**config.mk**
```make
export PLATFORM = sky130hd
export DESIGN_NAME = minn_running_sum_mc
export DESIGN_NICKNAME = d
export VERILOG_FILES = /design/src/rtl/minn_running_sum_mc.sv
export SDC_FILE = /design/constraint.sdc
export NUM_CORES = 2
export LEC_CHECK = 0
export ABC_AREA = 1
export BUFFER_PORTS_ARGS = -buffer_cell sky130_fd_sc_hd__buf_2
export CORE_MARGIN = 2
export CORE_UTILIZATION = 43
export CTS_CLUSTER_SIZE = 8
export DETAILED_ROUTE_END_ITERATION = 7
export PLACE_DENSITY = 0.58
export SLEW_MARGIN = 20
export SYNTH_ARGS = -nofsm -noshare
export SYNTH_HDL_FRONTEND = slang
export SYNTH_SLANG_ARGS = --single-unit
export TNS_END_PERCENT = 1
```
**constraint.sdc**
```tcl
create_clock -name clk -period 4.9 [get_ports clk]
set_input_delay 0.49 -clock clk [delete_from_list [all_inputs] [get_ports clk]]
set_output_delay 0.49 -clock clk [all_outputs]
set_load 0.01 [all_outputs]
```
**src/rtl/minn_running_sum_mc.sv**
```systemverilog
// Multi-channel sliding-window accumulator for the Minn timing metric.
// Each channel keeps the exact sum of its last len_q accepted samples; len_q is captured on restart.
module minn_running_sum_mc #(
    parameter int WIDTH     = 16,
    parameter int MAX_DEPTH = 64,
    parameter int CHANNELS  = 2,
    localparam int LEN_W    = $clog2(MAX_DEPTH + 1),
    localparam int SUM_W    = WIDTH + LEN_W
) (
    input  logic                      clk,
    input  logic                      rst,
    input  logic                      in_valid,
    input  logic [CHANNELS*WIDTH-1:0] sample_in,
    input  logic [LEN_W-1:0]          win_len,
    input  logic                      restart,
    output logic [CHANNELS*SUM_W-1:0] sum_out,
    output logic                      sum_valid,
    output logic [LEN_W-1:0]          fill_level,
    output logic                      cfg_err
);

    localparam int PTR_W = (MAX_DEPTH > 1) ? $clog2(MAX_DEPTH) : 1;

    typedef enum logic {S_FILL, S_RUN} state_t;

    state_t                      r_state, w_state_nxt;
    logic [CHANNELS*WIDTH-1:0]   r_mem [MAX_DEPTH];
    logic [PTR_W-1:0]            r_wptr;
    logic [LEN_W-1:0]            r_len_q;
    logic [LEN_W-1:0]            r_fill;
    logic [CHANNELS*SUM_W-1:0]   r_sum;
    logic                        r_sum_valid;
    logic                        r_cfg_err;

    logic                        w_len_ok;
    logic [LEN_W-1:0]            w_len_new;
    logic                        w_len_one;
    logic                        w_wrap;
    logic                        w_fill_done;
    logic [PTR_W-1:0]            w_waddr;
    logic [CHANNELS*WIDTH-1:0]   w_old_row;
    logic [SUM_W-1:0]            w_new_ext;
    logic [SUM_W-1:0]            w_old_ext;
    logic [CHANNELS*SUM_W-1:0]   w_sum_acc;
    logic [CHANNELS*SUM_W-1:0]   w_sum_first;

    always_comb begin
        w_len_ok    = (win_len != '0) && (win_len <= LEN_W'(MAX_DEPTH));
        w_len_new   = w_len_ok ? win_len : LEN_W'(MAX_DEPTH);
        w_len_one   = (w_len_new == LEN_W'(1));
        w_wrap      = (LEN_W'(r_wptr) == (r_len_q - LEN_W'(1)));
        w_fill_done = ((r_fill + LEN_W'(1)) == r_len_q);
        w_waddr     = restart ? '0 : r_wptr;
        // While filling, the slot under the pointer holds stale data and must not be subtracted
        w_old_row   = (r_state == S_RUN) ? r_mem[r_wptr] : '0;
        w_new_ext   = '0;
        w_old_ext   = '0;
        w_sum_acc   = '0;
        w_sum_first = '0;
        for (int unsigned c = 0; c < CHANNELS; c++) begin
            w_new_ext = {{(SUM_W-WIDTH){sample_in[c*WIDTH + WIDTH - 1]}}, sample_in[c*WIDTH +: WIDTH]};
            w_old_ext = {{(SUM_W-WIDTH){w_old_row[c*WIDTH + WIDTH - 1]}}, w_old_row[c*WIDTH +: WIDTH]};
            w_sum_acc[c*SUM_W +: SUM_W]   = r_sum[c*SUM_W +: SUM_W] + w_new_ext - w_old_ext;
            w_sum_first[c*SUM_W +: SUM_W] = w_new_ext;
        end
    end

    always_comb begin
        w_state_nxt = r_state;
        if (restart) begin
            w_state_nxt = (in_valid && w_len_one) ? S_RUN : S_FILL;
        end else if (in_valid && (r_state == S_FILL) && w_fill_done) begin
            w_state_nxt = S_RUN;
        end
    end

    always_ff @(posedge clk or posedge rst) begin
        if (rst) begin
            r_state <= S_FILL;
        end else begin
            r_state <= w_state_nxt;
        end
    end

    always_ff @(posedge clk or posedge rst) begin
        if (rst) begin
            r_wptr      <= '0;
            r_len_q     <= LEN_W'(MAX_DEPTH);
            r_fill      <= '0;
            r_sum       <= '0;
            r_sum_valid <= 1'b0;
            r_cfg_err   <= 1'b0;
        end else begin
            r_cfg_err <= restart && !w_len_ok;
            if (restart) begin
                r_len_q <= w_len_new;
                if (in_valid) begin
                    r_sum       <= w_sum_first;
                    r_fill      <= LEN_W'(1);
                    r_sum_valid <= w_len_one;
                    r_wptr      <= w_len_one ? '0 : PTR_W'(1);
                end else begin
                    r_sum       <= '0;
                    r_fill      <= '0;
                    r_sum_valid <= 1'b0;
                    r_wptr      <= '0;
                end
            end else if (in_valid) begin
                r_sum  <= w_sum_acc;
                r_wptr <= w_wrap ? '0 : (r_wptr + PTR_W'(1));
                if (r_state == S_FILL) begin
                    r_fill <= r_fill + LEN_W'(1);
                    if (w_fill_done) begin
                        r_sum_valid <= 1'b1;
                    end
                end
            end
        end
    end

    always_ff @(posedge clk) begin
        if (in_valid) begin
            r_mem[w_waddr] <= sample_in;
        end
    end

    assign sum_out    = r_sum;
    assign sum_valid  = r_sum_valid;
    assign fill_level = r_fill;
    assign cfg_err    = r_cfg_err;

endmodule

```
==> results by stage <==
Synth:
- The portion of synthesized cell area occupied by the leading cell type is 0.680.
- The number of enable flip-flop cells after synthesis is 2048.
- The share of the yosys chip area belonging to registers is 0.699.
- edfxtp_1 takes more of the synthesized area than any other cell.
- The synthesized netlist contains 40 unique library cells.
- Ranked by total cell area, the synthesized netlist is headed by edfxtp_1, nand2_1, nand3_1.
- Synthesis inferred 2117 register bits.
- After synthesis the cells add up to 0.0905 mm².
- The proportion of synthesized flip-flops having asynchronous set or reset is 0.0326.
- After technology mapping, the gate count stands at 8233.
- The most used flip-flop cell after synthesis is edfxtp_1.
- For this run, the number of Yosys warnings is 0.
- The mean instance size in the synthesized netlist is 11.0 µm².
- The number of nets in the synthesized netlist is 8371.

Timing:
- The worst path setup slack after routing is 0.229 ns.
- Setup repair after global routing could not meet its margin everywhere.
- The final hold violation count is 0.
- Across the routed clock network, the largest skew measured is 0.0603 ns.
- The transition time of the tightest slew-check pin is 1.13 ns.
- The number of failing setup endpoints in the final timing report is 0.
- For this run, the top clock speed supported by timing is 214 MHz.
- Of the available clock period, the critical path in the final layout requires 0.953.
- The minimum clock period after layout is 4.67 ns.
- Measured against its own limit, the worst slew margin works out to 0.245.
- The total count of max-transition violations in the final report is 0.

GRT:
- The first-pass GRT wire length is 424000 µm.
- The initial antenna violation count was 9.
- Across every metal layer, demand over resource in global routing totals 0.270.
- The remaining global-route overflow is 0.
- The via count of the first global-routing pass is 61131.
- Entering global routing, the biggest net connects 122 pins.

Setup path:
- The critical path goes through inv_16 -> buf_12 -> buf_4 -> nand2_1 -> nand3_1 -> nand3_1 -> nand3_1 -> nand3_1 -> nand3_1 -> nand2_1 -> nor2_1 -> fa_1 -> inv_1 -> ha_1 -> nand2_1 -> inv_1 -> nand2_1 -> nor2_1 -> nand4_1 -> nand3_1 -> nand2_1 -> nand3_1 -> nand2_1.
- The worst setup path is captured at a flip-flop.
- The worst setup path is of the reg -> reg kind.
- The worst endpoint data arrival time is 5.47 ns.
- For the worst flop-to-flop path, the logic depth is 23.
- On the worst path, the slowest cell contributes a delay of 0.55 ns.
- The cell repeated most along the worst path is nand3_1.
- STA classifies the critical path startpoint as a flip-flop.
- The data required time of the worst path is 5.70 ns.
- The slowest stage cell on the critical path is dfrtp_4.
- The top fanout value on the critical path is 62.

Placement:
- The final RePlAce weighted congestion is 0.911.
- Including well taps, the total number of placed cells is 11062.
- The detailed placement HPWL is 170000 µm.
- The count of buffers inserted at the top-level ports is 97.
- The post-placement setup slack is 0.208 ns.

Final layout:
- In the final layout, the share of cells above drive strength 1 is 0.103.
- The number of standard cells in the final layout excluding fillers is 11476.
- The net count of the finished layout is 8728.
- The final core utilization is 0.501.
- The signed area change from the synthesized netlist to the final layout is 15.9%.

Route:
- The total detailed-routing wirelength is 295000 µm.
- The first-pass iteration count of the detailed router is 6.
- The via density per instance is 5.60.
- The total DRC errors in the routed layout is 0.
- The routed layout has 64233 vias.
- Once detail routing completed, the nets flagged for antenna violations numbered 0.
- After detailed routing, the average wire length per cell comes to 25.7 µm.
- The starting DRC count in detailed routing is 7284.

Floorplanning:
- The floorplan die width is 463 µm.
- After floorplanning, the core was sized to cover 0.209 mm².
- The initial utilization of the core area, before any placement, comes to 0.432.
- The vertical extent of the die is 463 µm.
- The floorplan has 168 rows.
- The die area is 0.214 mm².
- During I/O placement, the number of pins put on the boundary was 98.

Power:
- The total power per unit cell area is 460 mW/mm².
- The maximum vdd drop is 395 µV.
- The total power draw is 48.2 mW.
- For this design the static power due to leakage is 40.3 nW.

Clocking:
- The number of sinks on the clock net is 2117.
- The maximum count of clock buffers along a single path is 4.
- The total CTS buffers is 315.
- The CTS root buffer is clkbuf_16.
- The CTS tree is yes.
- The later-pin clock latency in the skew report is 0.92 ns.
- The number of H-tree levels is 5.
- The clock-pin slew on the worst setup and hold paths is 0.05 ns.
- The total setup buffers inserted after CTS is 0.

Hold path:
- Along the worst hold path, the cell count comes to 1.
- The worst min-delay path category is in -> reg.

Run status:
- The flow ran to the end, and the final reports show no timing, DRC or antenna violations.

Job:
- The max-cap check violation count is 0.
==> final timing paths <==
check / startpoint / endpoint / slack (ns)
max in group asynchronous: rst / sum_out[1]$_DFFE_PP0P_ / 3.64
min in group asynchronous: rst / r_len_q[2]$_DFFE_PP0P_ / 0.28
worst min register to register: sum_out[10]$_DFFE_PP0P_ / sum_out[10]$_DFFE_PP0P_ / 0.53
worst min-delay path: sample_in[14] / r_mem[54][14]$_DFFE_PP_ / 0.06
worst max register to register: r_wptr[0]$_DFFE_PP0P_ / sum_out[19]$_DFFE_PP0P_ / 0.23
worst max-delay path: r_wptr[0]$_DFFE_PP0P_ / sum_out[19]$_DFFE_PP0P_ / 0.23
==> metrics by stage <==
stage	setup TNS (ns)	cell area (µm²)	hold slack, ns
after CTS	0	105000	0.0119
after detailed placement	0	96400	0.513
after global placement	0	96400	0.508
after floorplan	0	90500	0.481
after global routing	-0.0607	105000	0.0549
final	0	105000	0.0644
==> state kept, by name (all words and copies together), names as in the netlist <==
signal	cells
r_state	1
r_wptr	6
cfg_err	1
r_len_q	7
sum_valid	1
r_mem	2048
sum_out	46
fill_level	7
==> Yosys cell counts, types with 11 or more instances <==
library cell  count
a21oi_1         321
buf_1            38
buf_2           226
buf_4            63
buf_6            25
clkbuf_1         92
dfrtp_1          68
edfxtp_1       2048
fa_1             44
ha_1             51
inv_1           304
nand2_1        3285
nand3_1        1166
nand3b_1         13
nand4_1          18
nor2_1          294
nor3_1           37
o21ai_0          38
o21bai_1         11
o221ai_1         11
o22ai_1          15
xnor2_1          15
==> cell families after synthesis <==
kind of cell	after synthesis	share of synthesized area
AOI/OAI and AO/OA	412	0.0240
buffers and inverters	759	0.0396
xor gates and xnor gates	23	0.00223
DFF	2117	0.699
adders and majority gates	95	0.0168
and+or+nand+nor	4827	0.218
==> placed cells by master (no fill, tap or decap), types with 16 or more instances in the layout <==
cell type / netlist / routed
a21oi_1: 321 / 321
buf_12: 0 / 76
buf_2: 226 / 97
buf_4: 63 / 296
clkbuf_1: 92 / 63
clkbuf_16: 0 / 321
dfrtp_1: 68 / 61
dlygate4sd3_1: 0 / 16
edfxtp_1: 2048 / 2048
fa_1: 44 / 44
ha_1: 51 / 51
inv_1: 304 / 302
nand2_1: 3285 / 3285
nand3_1: 1166 / 1164
nand4_1: 18 / 18
nor2_1: 294 / 232
nor2_4: 0 / 61
nor3_1: 37 / 34
o21ai_0: 38 / 38
==> layout make-up <==
cell class | instances | area (µm²)
diodes | 8 | 20.0
clock buffers | 384 | 8270
clock inverters | 6 | 38.8
fillers | 18578 | 104000
inverters | 313 | 1220
multi-input cells | 5357 | 24200
flip-flops and latches | 2117 | 63200
well taps | 2805 | 3510
repair buffers | 486 | 4400
==> metal layers <==
layer	wire [µm]	global-route usage	vias to the layer above
met2	135000	0.421	3170
met5	9	0	-
met4	12900	0.113	2
met3	25000	0.0457	542
met1	122000	0.376	31777
li1	-	-	28742
==> critical path, delay by kind of cell (launching register included) <==
| family | cells | cell delay [ns] |
|---|---|---|
| adders and majority gates | 2 | 0.65 |
| buffers and inverters | 5 | 1.02 |
| DFF | 1 | 0.55 |
| and+or+nand+nor | 16 | 2.19 |
==> report_power, final <==
| group | total [mW] | internal [mW] | switching [mW] |
|---|---|---|---|
| registers | 20.4 | 20.1 | 0.265 |
| clock network | 18.9 | 11.6 | 7.33 |
| logic | 8.89 | 2.93 | 5.96 |
==> timing repair <==
action	CTS	global route
setup endpoints to repair	0	15
endpoints found under the hold margin	52	0
hold buffers	16	0
resized for setup	0	5
(Power assumes the default switching activity.)
